File: src/rtl/mem_stage_pkg.sv
// rtl/mem_stage_pkg.sv - shared widths, funct3 encodings, FSM states and alignment helper for mem_stage
package mem_stage_pkg;

  localparam int XLEN_DEF = 64;
  localparam int ILEN_DEF = 32;

  typedef enum logic [2:0] {
    F3_B  = 3'b000,
    F3_H  = 3'b001,
    F3_W  = 3'b010,
    F3_D  = 3'b011,
    F3_BU = 3'b100,
    F3_HU = 3'b101,
    F3_WU = 3'b110
  } funct3_e;

  typedef enum logic {
    IDLE     = 1'b0,
    WAIT_RSP = 1'b1
  } state_e;

  // funct3[1:0] encodes log2 of the access size for loads and stores alike
  function automatic logic is_misaligned(input logic [2:0] funct3, input logic [2:0] addr_lo);
    case (funct3[1:0])
      2'b00:   return 1'b0;
      2'b01:   return addr_lo[0];
      2'b10:   return |addr_lo[1:0];
      default: return |addr_lo;
    endcase
  endfunction

endpackage

File: src/rtl/mem_stage_ls_align.sv
// rtl/mem_stage_ls_align.sv - combinational load extraction and store strobe/data lane placement
module ls_align
  import mem_stage_pkg::*;
#(
  parameter int XLEN = XLEN_DEF
) (
  input  logic [2:0]      addr_lo,
  input  logic [2:0]      funct3,
  input  logic [XLEN-1:0] rs2data,
  input  logic [XLEN-1:0] rdata,
  output logic [XLEN-1:0] load_data,
  output logic [7:0]      wstrb,
  output logic [XLEN-1:0] wdata
);

  logic [XLEN-1:0] shifted;

  assign shifted = rdata >> {addr_lo, 3'b000};
  assign wdata   = rs2data << {addr_lo, 3'b000};

  always_comb begin
    load_data = shifted;
    case (funct3)
      F3_B:    load_data = {{(XLEN-8){shifted[7]}}, shifted[7:0]};
      F3_H:    load_data = {{(XLEN-16){shifted[15]}}, shifted[15:0]};
      F3_W:    load_data = {{(XLEN-32){shifted[31]}}, shifted[31:0]};
      F3_BU:   load_data = {{(XLEN-8){1'b0}}, shifted[7:0]};
      F3_HU:   load_data = {{(XLEN-16){1'b0}}, shifted[15:0]};
      F3_WU:   load_data = {{(XLEN-32){1'b0}}, shifted[31:0]};
      default: load_data = shifted;
    endcase
  end

  always_comb begin
    wstrb = 8'h00;
    case (funct3[1:0])
      2'b00:   wstrb = 8'h01 << addr_lo;
      2'b01:   wstrb = 8'h03 << addr_lo;
      2'b10:   wstrb = 8'h0F << addr_lo;
      default: wstrb = 8'hFF << addr_lo;
    endcase
  end

endmodule

File: src/rtl/mem_stage.sv
// rtl/mem_stage.sv - MEM pipeline stage with load/store bus FSM; optional MEM_MISALIGN_CHECK_EN
module mem_stage
  import mem_stage_pkg::*;
#(
  parameter int XLEN = XLEN_DEF,
  parameter int ILEN = ILEN_DEF
) (
  input  logic            clk,
  input  logic            rst,
  input  logic [XLEN-1:0] pc_i,
  input  logic [ILEN-1:0] instr_i,
  input  logic [XLEN-1:0] alures_i,
  input  logic [XLEN-1:0] csrdata_i,
  input  logic [XLEN-1:0] rs2data_i,
  input  logic            in_valid_i,
  input  logic            is_load_i,
  input  logic            is_store_i,
  input  logic            wben_i,
  input  logic [2:0]      ls_funct3_i,
  output logic            stall_o,
  output logic            mem_req_valid_o,
  input  logic            mem_req_ready_i,
  output logic [XLEN-1:0] mem_req_addr_o,
  output logic            mem_req_we_o,
  output logic [XLEN-1:0] mem_req_wdata_o,
  output logic [7:0]      mem_req_wstrb_o,
  input  logic            mem_rsp_valid_i,
  input  logic [XLEN-1:0] mem_rsp_rdata_i,
  output logic [XLEN-1:0] pc_o,
  output logic [ILEN-1:0] instr_o,
  output logic [XLEN-1:0] alures_o,
  output logic [XLEN-1:0] lsres_o,
  output logic [XLEN-1:0] csrdata_o,
  output logic            wben_o,
  output logic            out_valid_o,
  output logic            misalign_o
);

  state_e          state;
  logic [XLEN-1:0] load_data;
  logic            bad_align;
  logic            stall_q;

  ls_align #(.XLEN(XLEN)) u_ls_align (
    .addr_lo   (alures_i[2:0]),
    .funct3    (ls_funct3_i),
    .rs2data   (rs2data_i),
    .rdata     (mem_rsp_rdata_i),
    .load_data (load_data),
    .wstrb     (mem_req_wstrb_o),
    .wdata     (mem_req_wdata_o)
  );

`ifdef MEM_MISALIGN_CHECK_EN
  assign bad_align = is_misaligned(ls_funct3_i, alures_i[2:0]);
`else
  assign bad_align = 1'b0;
`endif

  assign pc_o           = pc_i;
  assign instr_o        = instr_i;
  assign alures_o       = alures_i;
  assign csrdata_o      = csrdata_i;
  assign mem_req_addr_o = {alures_i[XLEN-1:3], 3'b000};
  assign mem_req_we_o   = is_store_i & ~is_load_i;
  assign wben_o         = wben_i & out_valid_o & ~misalign_o;

  // Outputs are combinational from state so non-memory ops and handshakes add no latency
  always_comb begin
    mem_req_valid_o = 1'b0;
    stall_o         = 1'b0;
    out_valid_o     = 1'b0;
    misalign_o      = 1'b0;
    lsres_o         = '0;
    if (!rst) begin
      case (state)
        IDLE: begin
          if (in_valid_i) begin
            if (!(is_load_i || is_store_i)) begin
              out_valid_o = 1'b1;
            end else if (bad_align) begin
              out_valid_o = 1'b1;
              misalign_o  = 1'b1;
            end else begin
              mem_req_valid_o = 1'b1;
              if (is_load_i) begin
                stall_o = 1'b1;
              end else begin
                stall_o     = ~mem_req_ready_i;
                out_valid_o = mem_req_ready_i;
              end
            end
          end
        end
        WAIT_RSP: begin
          stall_o     = ~mem_rsp_valid_i;
          out_valid_o = mem_rsp_valid_i;
          if (mem_rsp_valid_i) lsres_o = load_data;
        end
        default: ;
      endcase
    end
  end

  always_ff @(posedge clk) begin
    if (rst) begin
      state <= IDLE;
    end else begin
      case (state)
        IDLE:     if (mem_req_valid_o && mem_req_ready_i && is_load_i) state <= WAIT_RSP;
        WAIT_RSP: if (mem_rsp_valid_i) state <= IDLE;
        default:  state <= IDLE;
      endcase
    end
  end

  // Upstream must keep the instruction presented for as long as it is stalled
  always_ff @(posedge clk) begin
    stall_q <= stall_o;
    if (!rst && stall_q) assert (in_valid_i);
  end

endmodule
File: config.mk
export PLATFORM = sky130hd
export DESIGN_NAME = mem_stage
export DESIGN_NICKNAME = d
export VERILOG_FILES = /design/src/rtl/mem_stage_pkg.sv /design/src/rtl/mem_stage_ls_align.sv /design/src/rtl/mem_stage.sv
export SDC_FILE = /design/constraint.sdc
export NUM_CORES = 1
export LEC_CHECK = 0
export ABC_CLOCK_PERIOD_IN_PS = 2100
export CORE_AREA = 5 5 304 306
export DETAILED_ROUTE_END_ITERATION = 10
export DIE_AREA = 0 0 309 311
export GPL_ROUTABILITY_DRIVEN = 1
export HOLD_SLACK_MARGIN = 0.03
export PLACE_DENSITY_LB_ADDON = 0.08
export SKIP_CTS_REPAIR_TIMING = 1
export SLEW_MARGIN = 20
export SYNTH_ARGS = -nofsm -noshare
export SYNTH_HDL_FRONTEND = slang
export SYNTH_SLANG_ARGS = --single-unit
File: constraint.sdc
create_clock -name clk -period 2.1 [get_ports clk]
set_clock_uncertainty 0.05 [all_clocks]
set_input_delay 0.315 -clock clk [delete_from_list [all_inputs] [get_ports clk]]
set_output_delay 0.315 -clock clk [all_outputs]
set_load 0.005 [all_outputs]
==> metrics.txt, run 1 <==
status=finished with violations; failing checks=negative setup slack; Skew-Pair Late Insertion Delay=0 ns; r2r endpoint=state; CP Class=primary input to primary output; full die area=96100 µm²; I/O pins=793; Async S/R FF share, synth=0%; number of enable flip-flop cells after synthesis=0; Hold Slack=0.580 ns; worst setup path end=lsres_o[38]; Synth Area in Compound Gates=23.2%; worst r2r path cells=5; adder-cell share of the synthesized area=0%; final wirelength=53400 µm; clock network power share=0%; number of port buffers=285; CP max stage delay=0.23 ns; share of the synthesized area in the top cell type=32.0%; crit-path max FO=8; Worst path depth=12; ratio of cells with drive above 1 in the final layout=51.3%; Leakage Power=0.00611 µW; Die H=311 µm; initial antenna violation count=14; CP top delay family=buffers and inverters; area delta synth->final=79.0%; CP startpoint kind=primary input; first-pass GRT wire length=66000 µm; pin count of the biggest net entering global routing=49; minimum clock period=2.57 ns; GPL Wtd Cong=0.708; Total GRT Usage=9.43%; TritonRoute pass-1 iters=4; period utilization=122%; biggest regs=state (1); synth warn=0; GRT overflow=0; Max stage delay cell, worst path=clkbuf_16; mux cell area share after synthesis=28.2%; number of global-route vias before repair=8004; Critical Path AT=2.20 ns; largest family of logic cells by synthesized area=buffers and inverters; Worst Path Required=1.74 ns; critical path cell sequence=buf_16, buf_12, buf_6, mux2i_4, a22oi_2, nand4_1, clkbuf_16, buf_6, buf_6, a311oi_2, buf_4, buf_6; Core Util, Final=14.4%; FF+latch count, synth=1; Worst VDD drop=0.0913 mV; Sw Pwr=1200 µW; Final nets=1546; initial core utilization=8.04%; post-synthesis cell count=949; cell taking the most area after synthesis=buf_4; hold depth=0; RR Startpoint=state; combinational power share=99.2%; CP Buf/Inv Count=8; num rows=110; sw frac=46.3%; Reg with most FFs=state; Int Pwr=1390 µW; DRC viols=0; Setup WS post-layout=-0.468 ns; Largest register FFs=1; Top cell by count, worst path=buf_6; Reg power frac=0.8%; core area=89300 µm²; sequential area share after synthesis=0.279%; Synth cell types=48; RSZ-0062 raised after global routing=true; Pins Over Slew Limit=0; XOR/XNOR share of the synthesized area=0%; Die W=309 µm; Setup-failing EPs final=63; Vias=7841; wire per inst=22.6 µm; largest cells by area after synthesis=buf_4 (32%), mux2i_1 (15%), mux4_2 (6.9%); Worst Setup SP=alures_i[1]; Syn Std Cell Area=7180 µm²; setup_tns=-19.09 ns; Fmax achieved=0.389 GHz; post-DP HPWL=41200 µm; Hold Fails Final Rpt=0; Detail Route Antenna Nets=0; hold crit path type=primary input to primary output; Avg Cell Area, Syn=7.56 µm²; setup slack, reg-to-reg=1.06 ns; Synth Flop Type=dfxtp_1; Simple-Gate Fraction of Synth Area=10.8%; 1st-iter DRT viols=319; max_cap viols=0; number of vias per cell=3.32; pwr/cell area=201 nW/µm²; crit end category=primary output
layer usage:
metal	track usage [%]	routed length, µm	up-vias
li1	-	-	3572
met1	12.8	24200	3783
met2	14.5	23000	303
met3	2.12	3680	179
met4	3.69	2430	4
met5	0	33	-
power by group through the flow:
stage	clock network, µW	logic (µW)	registers, µW
after floorplan	0	1290	20.8
after global placement	0	2250	20.4
after detailed placement	0	2220	20.5
after CTS	0	2230	20.5
after global routing	0.0000636	2760	20.5
final	0.000328	2570	20.5
through the flow:
step | setup slack, ns | total power (µW) | cell area (µm²) | cells
after floorplan | 0.135 | 1310 | 7190 | 952
after global placement | -1.10 | 2270 | 10900 | 2275
after detailed placement | -1.10 | 2240 | 10900 | 2275
after CTS | -1.11 | 2250 | 10900 | 2275
after global routing | -0.551 | 2780 | 12800 | 2358
final | -0.468 | 2590 | 12800 | 2363
how the worst min path moves through the flow:
stage | from | endpoint | slack (ns)
final | csrdata_i[11] | csrdata_o[11] | 0.58
after global routing | csrdata_i[21] | csrdata_o[21] | 0.58
after CTS | csrdata_i[10] | csrdata_o[10] | 0.58
after detailed placement | csrdata_i[10] | csrdata_o[10] | 0.58
after global placement | csrdata_i[10] | csrdata_o[10] | 0.58
after floorplan | rst | state | 0.33
layout by cell type (no fill, tap or decap), types with 12 or more instances in the layout:
| master | instances |
|---|---|
| o22ai_1 | 16 |
| mux2i_2 | 17 |
| buf_8 | 14 |
| nand2_1 | 59 |
| clkbuf_2 | 29 |
| a21oi_2 | 20 |
| mux2i_4 | 14 |
| dlymetal6s2s_1 | 107 |
| buf_6 | 42 |
| a21oi_1 | 45 |
| o211ai_1 | 14 |
| buf_12 | 29 |
| clkdlybuf4s50_1 | 97 |
| nor2_1 | 55 |
| buf_2 | 43 |
| a311oi_2 | 28 |
| buf_4 | 227 |
| mux2_2 | 35 |
| mux4_2 | 22 |
| o2bb2ai_1 | 12 |
| mux2i_1 | 77 |
| and2_1 | 13 |
logic make-up after synthesis:
| family | Yosys count |
|---|---|
| AO/OA/AOI/OAI | 223 |
| buffers and inverters | 381 |
| flip-flops | 1 |
| multiplexers | 170 |
| other | 1 |
| AND/OR/NAND/NOR | 173 |
Yosys cell counts (2+ instances only):
cell type	number
o2bb2ai_1	16
o21ai_0	30
mux2i_1	108
o22ai_1	18
inv_1	4
a31oi_1	19
buf_4	306
mux4_2	22
o211ai_1	14
nand3b_1	3
and2_1	13
nand3_1	5
nor3b_1	2
buf_2	30
nor2b_1	7
nor2_1	61
nand2_1	64
buf_1	4
o21bai_1	7
or2_1	2
mux2_2	39
a311oi_2	29
a311oi_1	2
or2_2	2
a21o_1	2
a211oi_1	2
buf_6	6
a22oi_2	2
o21a_1	2
nand2b_1	10
clkbuf_1	28
a22o_1	5
a21oi_1	70
final cells by class:
cell class                 count  area [µm²]
timing repair buffer         604        6050
antenna                        6        15.0
fill                       10177       76500
tap                         1176        1470
sequential                     1        20.0
inverter                       5        20.0
multi-input combinational    571        5270
Note: power is estimated with default switching activity, not from simulation.
==> run 2: changes to the inputs <==
Settings changed: RECOVER_POWER set to 50.
==> results of run 2 <==
Same layout as run 1: the final DEF is identical, and so are final timing and power.
==> run 3: changes to the inputs <==
Settings changed: RECOVER_POWER 50 to 100, REMOVE_ABC_BUFFERS set to 1.
==> metrics.txt, run 3 (same netlist as run 1, synthesis figures left out) <==
status=finished with violations (unchanged); failing checks=negative setup slack (unchanged); combinational power share=99.2% (about the same); CP Buf/Inv Count=6 (was 8); Top cell by count, worst path=buf_6 (unchanged); Vias=8534 (was 7841); period utilization=118% (was 122%); Setup-failing EPs final=69 (was 63); Fmax achieved=0.404 GHz (was 0.389 GHz); post-DP HPWL=75900 µm (was 41200 µm); num rows=110 (unchanged); Hold Fails Final Rpt=0 (unchanged); TritonRoute pass-1 iters=4 (unchanged); clock network power share=0% (about the same); I/O pins=793 (unchanged); number of port buffers=285 (unchanged); Die W=309 µm (unchanged); Detail Route Antenna Nets=0 (unchanged); Worst Path Required=1.74 ns (about the same); CP startpoint kind=primary input (unchanged); CP Class=primary input to primary output (unchanged); Worst VDD drop=0.0509 mV (was 0.0913 mV); sw frac=46.6% (was 46.3%); Area after DPL=11000 µm² (was 10900 µm²); Final Cell Area=12800 µm² (about the same); Reg power frac=0.8% (about the same); Skew-Pair Late Insertion Delay=0 ns (about the same); ratio of cells with drive above 1 in the final layout=50.6% (was 51.3%); area delta synth->final=78.9% (was 79.0%); GPL Wtd Cong=0.762 (was 0.708); Critical Path AT=2.11 ns (was 2.20 ns); Pins Over Slew Limit=0 (unchanged); pwr/cell area=203 nW/µm² (was 201 nW/µm²); Setup WS post-layout=-0.378 ns (was -0.468 ns); Total GRT Usage=16.9% (was 9.43%); CP max stage delay=0.27 ns (was 0.23 ns); 1st-iter DRT viols=351 (was 319); Largest register FFs=1 (unchanged); wire per inst=38.6 µm (was 22.6 µm); core area=89300 µm² (unchanged); setup_tns=-14.72 ns (was -19.09 ns); max_cap viols=0 (unchanged); number of global-route vias before repair=8592 (was 8004); Max stage delay cell, worst path=a311oi_4 (was clkbuf_16); Hold Slack=0.580 ns (unchanged); Max-slew headroom=65.8%; Reg with most FFs=state (unchanged); hold crit path type=primary input to primary output (unchanged); most common cell after layout, fill and taps aside=buf_4 (unchanged); final wirelength=91900 µm (was 53400 µm); Worst Tran Pin Value=0.512 ns; Int Pwr=1390 µW (about the same); Die H=311 µm (unchanged); initial antenna violation count=23 (was 14); critical path cell sequence=buf_16, mux2i_4, buf_6, a22oi_2, nand4_1, buf_6, clkbuf_16, buf_4, a311oi_4, buf_2 (was buf_16, buf_12, buf_6, mux2i_4, a22oi_2, nand4_1, clkbuf_16, buf_6, buf_6, a311oi_2, buf_4, buf_6); first-pass GRT wire length=107000 µm (was 66000 µm); RSZ-0062 raised after global routing=true (unchanged); full die area=96100 µm² (unchanged); GRT overflow=0 (unchanged); initial core utilization=8.04% (unchanged); Final nets=1561 (was 1546); layout filler cell count=10215 (was 10177); number of vias per cell=3.58 (was 3.32); DRC viols=0 (unchanged); Sw Pwr=1210 µW (was 1200 µW); crit-path max FO=6 (was 8); Setup WS pre-CTS=-1.11 ns (was -1.10 ns); minimum clock period=2.48 ns (was 2.57 ns); Leakage Power=0.00593 µW (was 0.00611 µW); crit end category=primary output (unchanged); biggest regs=state (1) (unchanged); Core Util, Final=14.4% (about the same); CP top delay family=buffers and inverters (unchanged); pin count of the biggest net entering global routing=67 (was 49); most frequent cells in the layout=buf_4 (241), clkdlybuf4s50_1 (103), mux2i_1 (83) (was buf_4 (227), dlymetal6s2s_1 (107), clkdlybuf4s50_1 (97))
## run 3: cell type report
| cell class | count | area (µm²) | share of cell area (%) |
|---|---|---|---|
| antenna | 9 | 22.5 | 0.175 |
| tap | 1176 | 1470 | 11.5 |
| multi-input combinational | 570 | 5150 | 40.1 |
| inverter | 5 | 18.8 | 0.146 |
| sequential | 1 | 20.0 | 0.156 |
| timing repair buffer | 620 | 6160 | 47.9 |
## run 3: per-stage QoR
step | cells | power, µW
after detailed placement | 2284 | 2270
after global placement | 2284 | 2300
after global routing | 2374 | 2800
after floorplan | 576 | 690
after CTS | 2284 | 2290
final | 2381 | 2600
## run 3: metal layers
| layer | part of all wire, % | up-vias | track usage (%) |
|---|---|---|---|
| met5 | 0.75 | - | 5.31 |
| met4 | 7.5 | 30 | 9.25 |
| met3 | 21 | 192 | 16.8 |
| met2 | 36 | 712 | 22.2 |
| met1 | 35 | 4002 | 16.7 |
| li1 | - | 3598 | - |
## run 3: power by group through the flow
stage | Combinational (µW) | Sequential [µW] | Clock, µW
floorplan | 669 | 20.8 | 0
global placement | 2280 | 20.5 | 0
detailed placement | 2250 | 20.5 | 0
CTS | 2270 | 20.5 | 0
global route | 2770 | 20.6 | 0.000127
finish | 2580 | 20.5 | 0.000508
## run 3: worst paths after layout
check / slack (ns) / to / start / cells after the start
max: -0.38 / lsres_o[32] / alures_i[1] / 10
min: 0.58 / pc_o[21] / pc_i[21] / 0
max reg2reg: 1.04 / state / state / 5
min reg2reg: 0.60 / state / state / 3
## run 3: worst register-to-register path: cells and delay by family, from the launching register on
family / cells / cell delay, ns
AO/OA/AOI/OAI: 1 / 0.15
buffers and inverters: 2 / 0.29
AND/OR/NAND/NOR: 2 / 0.20
flip-flops: 1 / 0.29
